<file path="config.mk">
export PLATFORM = sky130hd
export DESIGN_NAME = djs130_tto
export DESIGN_NICKNAME = d
export VERILOG_FILES = /design/src/rtl/djs130_io_pkg.sv /design/src/rtl/djs130_baud_tick.sv /design/src/rtl/djs130_tto.sv
export SDC_FILE = /design/constraint.sdc
export NUM_CORES = 1
export LEC_CHECK = 0
export CAP_MARGIN = 5
export CORE_ASPECT_RATIO = 1.25
export CORE_MARGIN = 3
export CORE_UTILIZATION = 30
export CTS_CLUSTER_SIZE = 16
export DETAILED_ROUTE_END_ITERATION = 6
export DONT_BUFFER_PORTS = 1
export MAX_ROUTING_LAYER = met4
export PLACE_DENSITY = 0.42
export SETUP_SLACK_MARGIN = 0.05
export SLEW_MARGIN = 20
export SYNTH_ARGS = -nofsm -noshare
export SYNTH_HDL_FRONTEND = slang
export SYNTH_SLANG_ARGS = --single-unit
</file>
<file path="constraint.sdc">
create_clock -name clk -period 6.87 [get_ports clk]
set_clock_uncertainty 0.2 [all_clocks]
set_input_delay 1.374 -clock clk [delete_from_list [all_inputs] [get_ports clk]]
set_output_delay 1.374 -clock clk [all_outputs]
set_load 0.01 [all_outputs]
</file>
<file path="src/rtl/djs130_io_pkg.sv">
// Shared definitions for the DJS130 programmed-I/O devices (TTI/TTO).
// Holds the device codes, the TTO transmit state type and the decoded bus strobes.
package djs130_io_pkg;

   localparam logic [5:0] DEV_TTI = 6'o10;
   localparam logic [5:0] DEV_TTO = 6'o11;

   typedef enum logic [1:0] {
      IDLE,
      START,
      DATA,
      STOP
   } tto_state_t;

   // Device strobes after qualification with the device select
   typedef struct packed {
      logic doa;
      logic start;
      logic clear;
   } bus_strobe_t;

endpackage

</file>
<file path="src/rtl/djs130_baud_tick.sv">
// Bit-period timer: down-counter over BAUD_DIV cycles with synchronous restart.
// Emits a one-cycle tick in the last cycle of each bit period while enabled.
module djs130_baud_tick #(
   parameter int unsigned BAUD_DIV = 434
) (
   input  logic clk,
   input  logic rst_n,
   input  logic i_restart,
   input  logic i_en,
   output logic o_tick
);

   localparam int unsigned CW = (BAUD_DIV > 1) ? $clog2(BAUD_DIV) : 1;
   localparam logic [CW-1:0] LAST = CW'(BAUD_DIV - 1);

   logic [CW-1:0] cnt_q, cnt_d;

   always_comb begin
      cnt_d = cnt_q;
      if (i_restart) begin
         cnt_d = LAST;
      end else if (i_en) begin
         cnt_d = (cnt_q == '0) ? LAST : cnt_q - CW'(1);
      end
   end

   always_ff @(posedge clk or negedge rst_n) begin
      if (!rst_n) begin
         cnt_q <= '0;
      end else begin
         cnt_q <= cnt_d;
      end
   end

   assign o_tick = i_en & ~i_restart & (cnt_q == '0);

endmodule

</file>
<file path="src/rtl/djs130_tto.sv">
// DJS130 teletype output controller: buffers a character from DOA, sends it as
// an async frame (start, 8 data LSB first, stop) on Start, then sets Done/IRQ.
module djs130_tto
   import djs130_io_pkg::*;
#(
   parameter int unsigned BAUD_DIV  = 434,
   parameter logic [5:0]  DEV_CODE  = DEV_TTO,
   parameter int unsigned STOP_BITS = 1
) (
   input  logic       clk,
   input  logic       rst_n,
   input  logic       i_sel,
   input  logic       i_doa,
   input  logic       i_start,
   input  logic       i_clear,
   input  logic       i_iorst,
   input  logic       i_msk,
   input  logic [7:0] i_data,
   output logic       o_busy,
   output logic       o_done,
   output logic       o_dev_ZDQQ,
   output logic [5:0] o_dev_DMS,
   output logic       o_txd
);

   localparam logic STOP_LAST = 1'(STOP_BITS - 1);

   tto_state_t  state_q, state_d;
   logic [7:0]  buf_q, buf_d;
   logic [7:0]  shift_q, shift_d;
   logic [2:0]  bit_q, bit_d;
   logic        stop_q, stop_d;
   logic        done_q, done_d;
   logic        txd_q, txd_d;
   logic        irq_q;
   logic        restart, tick;
   bus_strobe_t strb;

   always_comb begin
      strb.doa   = i_sel & i_doa;
      strb.start = i_sel & i_start;
      strb.clear = (i_sel & i_clear) | i_iorst;
   end

   djs130_baud_tick #(
      .BAUD_DIV (BAUD_DIV)
   ) u_baud (
      .clk       (clk),
      .rst_n     (rst_n),
      .i_restart (restart),
      .i_en      (state_q != IDLE),
      .o_tick    (tick)
   );

   always_comb begin
      state_d = state_q;
      buf_d   = strb.doa ? i_data : buf_q;
      shift_d = shift_q;
      bit_d   = bit_q;
      stop_d  = stop_q;
      done_d  = done_q;
      txd_d   = 1'b1;
      restart = 1'b0;
      case (state_q)
         IDLE: begin
            if (strb.start) begin
               state_d = START;
               // Same-cycle DOA bypasses the buffer
               shift_d = strb.doa ? i_data : buf_q;
               bit_d   = '0;
               stop_d  = 1'b0;
               done_d  = 1'b0;
               restart = 1'b1;
            end
         end
         START: begin
            txd_d = 1'b0;
            if (tick) state_d = DATA;
         end
         DATA: begin
            txd_d = shift_q[0];
            if (tick) begin
               shift_d = {1'b0, shift_q[7:1]};
               bit_d   = bit_q + 3'd1;
               if (bit_q == 3'd7) state_d = STOP;
            end
         end
         STOP: begin
            if (tick) begin
               if (stop_q == STOP_LAST) begin
                  state_d = IDLE;
                  done_d  = 1'b1;
               end else begin
                  stop_d = stop_q + 1'b1;
               end
            end
         end
         default: state_d = IDLE;
      endcase
      // Clear/IORST overrides start and completion; the line is forced idle
      if (strb.clear) begin
         state_d = IDLE;
         done_d  = 1'b0;
         bit_d   = '0;
         stop_d  = 1'b0;
         txd_d   = 1'b1;
         restart = 1'b1;
      end
   end

   always_ff @(posedge clk or negedge rst_n) begin
      if (!rst_n) begin
         state_q <= IDLE;
         buf_q   <= 8'h00;
         shift_q <= 8'h00;
         bit_q   <= '0;
         stop_q  <= 1'b0;
         done_q  <= 1'b0;
         txd_q   <= 1'b1;
         irq_q   <= 1'b0;
      end else begin
         state_q <= state_d;
         buf_q   <= buf_d;
         shift_q <= shift_d;
         bit_q   <= bit_d;
         stop_q  <= stop_d;
         done_q  <= done_d;
         txd_q   <= txd_d;
         irq_q   <= done_q & ~i_msk;
      end
   end

   assign o_busy     = (state_q != IDLE);
   assign o_done     = done_q;
   assign o_dev_ZDQQ = irq_q;
   assign o_dev_DMS  = DEV_CODE;
   assign o_txd      = txd_q;

endmodule

</file>
==> flow_metrics.tcl, run 1 <==
set metrics [dict create \
    outcome "completed" \
    cts_resized 0 \
    dieArea_um2 6910 \
    rr_startpoint "state_q[0]" \
    setup_violations 0 \
    pre_cts_slack_ns 3.92 \
    r2r_setup_slack_ns 4.31 \
    grt_max_degree 34 \
    final-max-slew-violation-count 0 \
    syn_inst 160 \
    die_h_um 92.2 \
    yosysSeqAreaShare 0.464 \
    hold_end "shift_q[7]" \
    io_pins 26 \
    floorplan.core_area_um2 5590 \
    cts_made_buffers 5 \
    yosysTopAreaCell "dfrtp_1" \
    fin_area_um2 1910 \
    drt_iter0_markers 50 \
    track_usage 0.120 \
    ir_worst_vdd_v 0.000156 \
    cts.sinks 33 \
    wl_um 3540 \
    yosysWarningCount 0 \
    grt_pass1_wl_um 6040 \
    criticalPathCategory "reg2out" \
    area_growth_pct 7.29 \
    critPathArrivalTime_ns 1.49 \
    reg2reg_depth 6 \
    hold_class "reg2reg" \
    vias 1152 \
    dpl-instance-area_um2 1810 \
    ys_types 44 \
    synth_area_per_cell_um2 11.2 \
    start_util 0.319 \
    first_global_vias 1176 \
    rows 30 \
    worst_setup_path_end_kind "primary output" \
    portBuffers 0 \
    die_x_um 75.0 \
    n_antenna_cell 0 \
    overflow 0 \
    ant_nets 0 \
    netlist_area_um2 1780 \
    ys_seq_elements 33 \
    synth_edf_count 0 \
    finalSetupTns_ns 0 \
    final_nets 184 \
    synth_flop_cell "dfrtp_1" \
    start_kind "flop" \
    drive_gt1_frac 0.180 \
    worstHoldStart "shift_q[7]" \
    drt-pass1-iter-count 4 \
    clk_latency_ns 0.28 \
    place.gp.congestion 0.843 \
    post-cts-setup-buffers 0 \
    slew-limit-headroom 0.547 \
    power_density_nw_per_um2 342 \
    fin_ws_ns 3.81 \
    synth.top_cell.area_share 0.449 \
    h-tree-depth 2 \
    cts_max_path_buffers 2 \
    hold_depth 1 \
    clockRootBuffer "clkbuf_8" \
    hpwl_um 2590 \
    antenna_found_initial 0 \
    hold_viol 0 \
    cp_max_fo 11 \
    clk_pin_slew_ns 0.07 \
    cts.hold.buffers_added 0 \
    fin_crit_ns 3.06 \
    tritoncts "yes" \
    fmax_mhz 327 \
    wire_per_inst_um 15.7 \
    route.detailed.drc 0 \
    period_share 0.446 \
    worstMarginPinSlew_ns 0.679 \
    reg2reg_to "shift_q[7]" \
    rsz0062_at_grt "no" \
    async_flop_share 1.00 \
    viasPerCell 5.12 \
    power.leakage_nw 0.894 \
    ys_top_cells_by_area "dfrtp_1 (45%), mux2i_1 (9.0%), mux2_2 (5.0%)" \
    critPathRequiredTime_ns 5.30 \
    cap_violations 0 \
]
-- stage by stage --
stage | power (mW) | hold WS, ns | std cells | util
after floorplan | 0.442 | 0.247 | 164 | -
after global placement | 0.477 | 0.274 | 218 | 0.324
after detailed placement | 0.482 | 0.277 | 218 | 0.324
after CTS | 0.664 | 0.297 | 225 | 0.342
after global routing | 0.704 | 0.318 | 225 | 0.342
final | 0.654 | 0.288 | 225 | 0.342
-- synth_stat cells, types with 2 or more instances --
library cell  instances
a22oi_1               3
o22ai_1               3
nand2_1              11
a21oi_1               3
dfrtp_1              32
nor3_1                2
xnor2_1               5
nand3_1               2
o21ai_0               8
o2bb2ai_1             2
a21o_1                2
buf_4                 6
ha_1                  7
mux2i_1              16
mux2_2                8
or4_1                 2
or2_2                 2
inv_1                16
nor2b_1               2
conb_1                2
nor2_1                3
-- worst max path at each step --
stage | start | end | slack (ns) | depth (start not counted)
after floorplan | state_q[0] | o_busy | 4.14 | 4
after global placement | i_clear | state_q[0] | 3.97 | 4
after detailed placement | i_clear | state_q[0] | 3.92 | 4
after CTS | state_q[0] | o_busy | 3.79 | 3
after global routing | state_q[1] | o_busy | 3.66 | 3
final | state_q[0] | o_busy | 3.81 | 3
-- logic make-up after synthesis --
kind of cell,after synthesis,synth area share
AND/OR/NAND/NOR,32,0.118
AO/OA/AOI/OAI,31,0.128
other,2,0.00421
buffers and inverters,26,0.0722
flip-flops,33,0.464
adder cells (fa/ha/maj),7,0.0491
multiplexers,24,0.140
XOR/XNOR,5,0.0245
-- sequential cells by signal, indices dropped and copies added, names as in the netlist --
name          count
bit_q             3
o_dev_ZDQQ        1
shift_q           8
o_done            1
u_baud.cnt_q      9
o_txd             1
buf_q             8
state_q           2
-- final cells by class --
class	instances	area, um2
inverters	16	60.1
multi-input cells	105	843
flip-flops and latches	33	827
well taps	64	80.1
clock buffers	5	68.8
fillers	543	3680
clock inverters	2	35.0
-- power by group --
| group | internal, mW | switching [mW] |
|---|---|---|
| Clock | 0.105 | 0.0714 |
| Combinational | 0.0852 | 0.123 |
| Sequential | 0.241 | 0.0283 |
| Total | 0.432 | 0.223 |
-- cell usage in the layout (no fill, tap or decap), types with 2 or more instances in the layout --
cell type  count
nand3_1        2
mux2_2         8
inv_1         16
ha_1           7
nand2_1       11
conb_1         6
a21oi_1        3
mux2i_1       16
o2bb2ai_1      2
a22oi_1        3
or2_2          2
a21o_1         2
clkbuf_8       5
o21ai_0        8
xnor2_1        5
dfrtp_1       32
nor3_1         2
nor2b_1        2
nor2_1         3
o22ai_1        3
or4_1          2
-- worst max-delay path, cell delays in order (launching register included) --
cell and delay [ns]:
dfrtp_1 0.40, inv_1 0.11, ha_1 0.47, inv_1 0.22
-- metal layers --
layer / GRT usage / routed length [um] / vias to the layer above
met4: 0.0564 / 92 / 0
met5: - / 0 / -
met1: 0.150 / 1560 / 564
met3: 0.0373 / 158 / 11
li1: - / - / 553
met2: 0.173 / 1730 / 24
(Power assumes the default switching activity.)
==> run 2: changes to the inputs <==
Settings changed: PLACE_DENSITY 0.42 to 0.43.
Clock period 6.87 ns to 2.7 ns, I/O delays scaled along.
==> run 2 against run 1 <==
  * Worst hold slack got worse by 0.17 ns
  * Critical path depth up 3
  * Global-route usage grew 0.34 points
  * Sequential power grew to 2.5 times the previous value
  * Clock power rose by 110%
  * First-iteration DRC count is 30% lower
  * Core utilization grew 0.83 points
  * Clock-buffer cell count up 3
  * Design area up 2.4%
  * Sequential cell count did not move
  * Die area unchanged
  * Cell count increased by 3.1%
  * Critical path type is now reg2reg
==> flow_metrics.tcl, run 2 (synthesis results as in run 1) <==
set metrics [dict create \
    setup_violations 0 \
    mostFrequentLayoutCells "dfrtp_1 (32), inv_1 (16), mux2i_1 (16)" \
    rows 30 \
    top_regs "u_baud.cnt_q: 9 flops, buf_q: 8 flops, shift_q: 8 flops" \
    period_share 0.839 \
    critPathRequiredTime_ns 2.67 \
    ir_worst_vdd_v 0.000288 \
    worstSetupStartpoint "u_baud.cnt_q[0]" \
    start_kind "flop" \
    area.sequential_um2 827 \
    hold_viol 0 \
    cts_made_buffers 5 \
    track_usage 0.123 \
    tritoncts "yes" \
    antenna_found_initial 0 \
    drt_iter0_markers 35 \
    reg2reg_depth 6 \
    final-max-slew-violation-count 0 \
    slew-limit-headroom 0.669 \
    cp_top_family "simple AND/OR/NAND/NOR gates" \
    cts.sinks 33 \
    reg2reg_to "bit_q[1]" \
    rsz0062_at_grt "no" \
    die_x_um 75.0 \
    cp.buffers_inverters 1 \
    rr_startpoint "u_baud.cnt_q[0]" \
    r2r_setup_slack_ns 0.43 \
    path_depth 6 \
    dp_cells 222 \
    outcome "completed" \
    grt_max_degree 34 \
    vias 1149 \
    power_density_nw_per_um2 835 \
    floorplan.core_area_um2 5590 \
    final_cells 232 \
    cp_max_fo 8 \
    viasPerCell 4.95 \
    hold_class "in2reg" \
    start_util 0.319 \
    overflow 0 \
    portBuffers 0 \
    grt_pass1_wl_um 6180 \
    drt-pass1-iter-count 4 \
    fin_crit_ns 2.27 \
    cpPeakStageDelay_ns 0.56 \
    drive_gt1_frac 0.196 \
    crit_chain "inv_1 > ha_1 > or4b_4 > or3_4 > a22oi_1 > o22ai_1" \
    clk_pin_slew_ns 0.06 \
    die_h_um 92.2 \
    area_growth_pct 9.89 \
    layout_commonest_cell "dfrtp_1" \
    slowest_stage "or4b_4" \
    n_antenna_cell 0 \
    cts_max_path_buffers 2 \
    place.gp.congestion 0.838 \
    wl_um 3650 \
    multi_input_area_um2 843 \
    h-tree-depth 2 \
    largest_reg_flops 9 \
    worst_setup_path_end_kind "flop" \
    final_nets 190 \
    hpwl_um 2700 \
    fmax_mhz 441 \
    cap_violations 0 \
    worstMarginPinSlew_ns 0.485 \
    critPathArrivalTime_ns 2.23 \
    dieArea_um2 6910 \
    regMostFlops "u_baud.cnt_q" \
    finalSetupTns_ns 0 \
    first_global_vias 1307 \
    fin_util 0.351 \
    clockRootBuffer "clkbuf_8" \
    route.detailed.drc 0 \
    clk_latency_ns 0.29 \
    fillers 559 \
    power.leakage_nw 0.919 \
    critPathCapture "bit_q[1]" \
    wire_per_inst_um 15.7 \
    criticalPathCategory "reg2reg" \
    worstHoldStart "i_msk" \
    io_pins 26 \
    ant_nets 0 \
]
run 2: changes by cell type in the layout (fill, tap and decap cells not counted), sizes merged:
| cell | previous run | this run |
|---|---|---|
| clkinv | 1 | 0 |
| buf | 0 | 5 |
| dlygate4sd3 | 0 | 1 |
| clkbuf | 5 | 8 |
| bufinv | 1 | 0 |
run 2: worst min path at each step:
stage                            to  slack [ns]  depth (start not counted)
floorplan                  bit_q[0]        0.04                          0
global placement    u_baud.cnt_q[3]        0.05                          0
detailed placement  u_baud.cnt_q[3]        0.05                          0
CTS                      o_dev_ZDQQ        0.10                          1
global route             o_dev_ZDQQ        0.11                          1
finish                   o_dev_ZDQQ        0.11                          1
run 2: repair_timing:
action / in CTS / in global routing
hold endpoints to repair: 33 / 0
hold buffers: 2 / 0
gates resized for setup: 0 / 0
setup buffers: 0 / 0
run 2: worst reg2reg max path: cells and delay by family, from the launching register on:
kind | cells | cell delay (ns)
and+or+nand+nor | 2 | 0.97
AOI/OAI and AO/OA | 2 | 0.32
buffers and inverters | 1 | 0.07
adders and majority gates | 1 | 0.17
DFF | 1 | 0.41
run 2: power breakdown:
part | total (mW) | switching, mW | internal (mW) | leakage (nW)
combinational | 0.575 | 0.328 | 0.248 | 0.476
sequential | 0.683 | 0.0697 | 0.613 | 0.398
clock | 0.379 | 0.171 | 0.208 | 0.0455
run 2: metal layers:
| layer | track usage | wire length, um |
|---|---|---|
| met5 | - | 0 |
| met4 | 0.0490 | 68 |
| met3 | 0.0318 | 215 |
| met2 | 0.204 | 1910 |
| met1 | 0.138 | 1460 |
run 2: through the flow:
| step | power [mW] | hold WS (ns) | cell area (um2) | worst slack, ns |
|---|---|---|---|---|
| floorplan | 1.12 | 0.0444 | 1800 | 0.523 |
| global placement | 1.24 | 0.0459 | 1840 | 0.513 |
| detailed placement | 1.26 | 0.0460 | 1840 | 0.456 |
| CTS | 1.67 | 0.105 | 1960 | 0.427 |
| global route | 1.77 | 0.108 | 1960 | 0.366 |
| finish | 1.64 | 0.114 | 1960 | 0.434 |
run 2: area by class of cell:
class	instances	share of cell area
clock buffer	8	0.0459
inverter	16	0.0306
multi-input combinational	105	0.430
sequential	33	0.422
tap	64	0.0408
timing repair buffer	6	0.0306
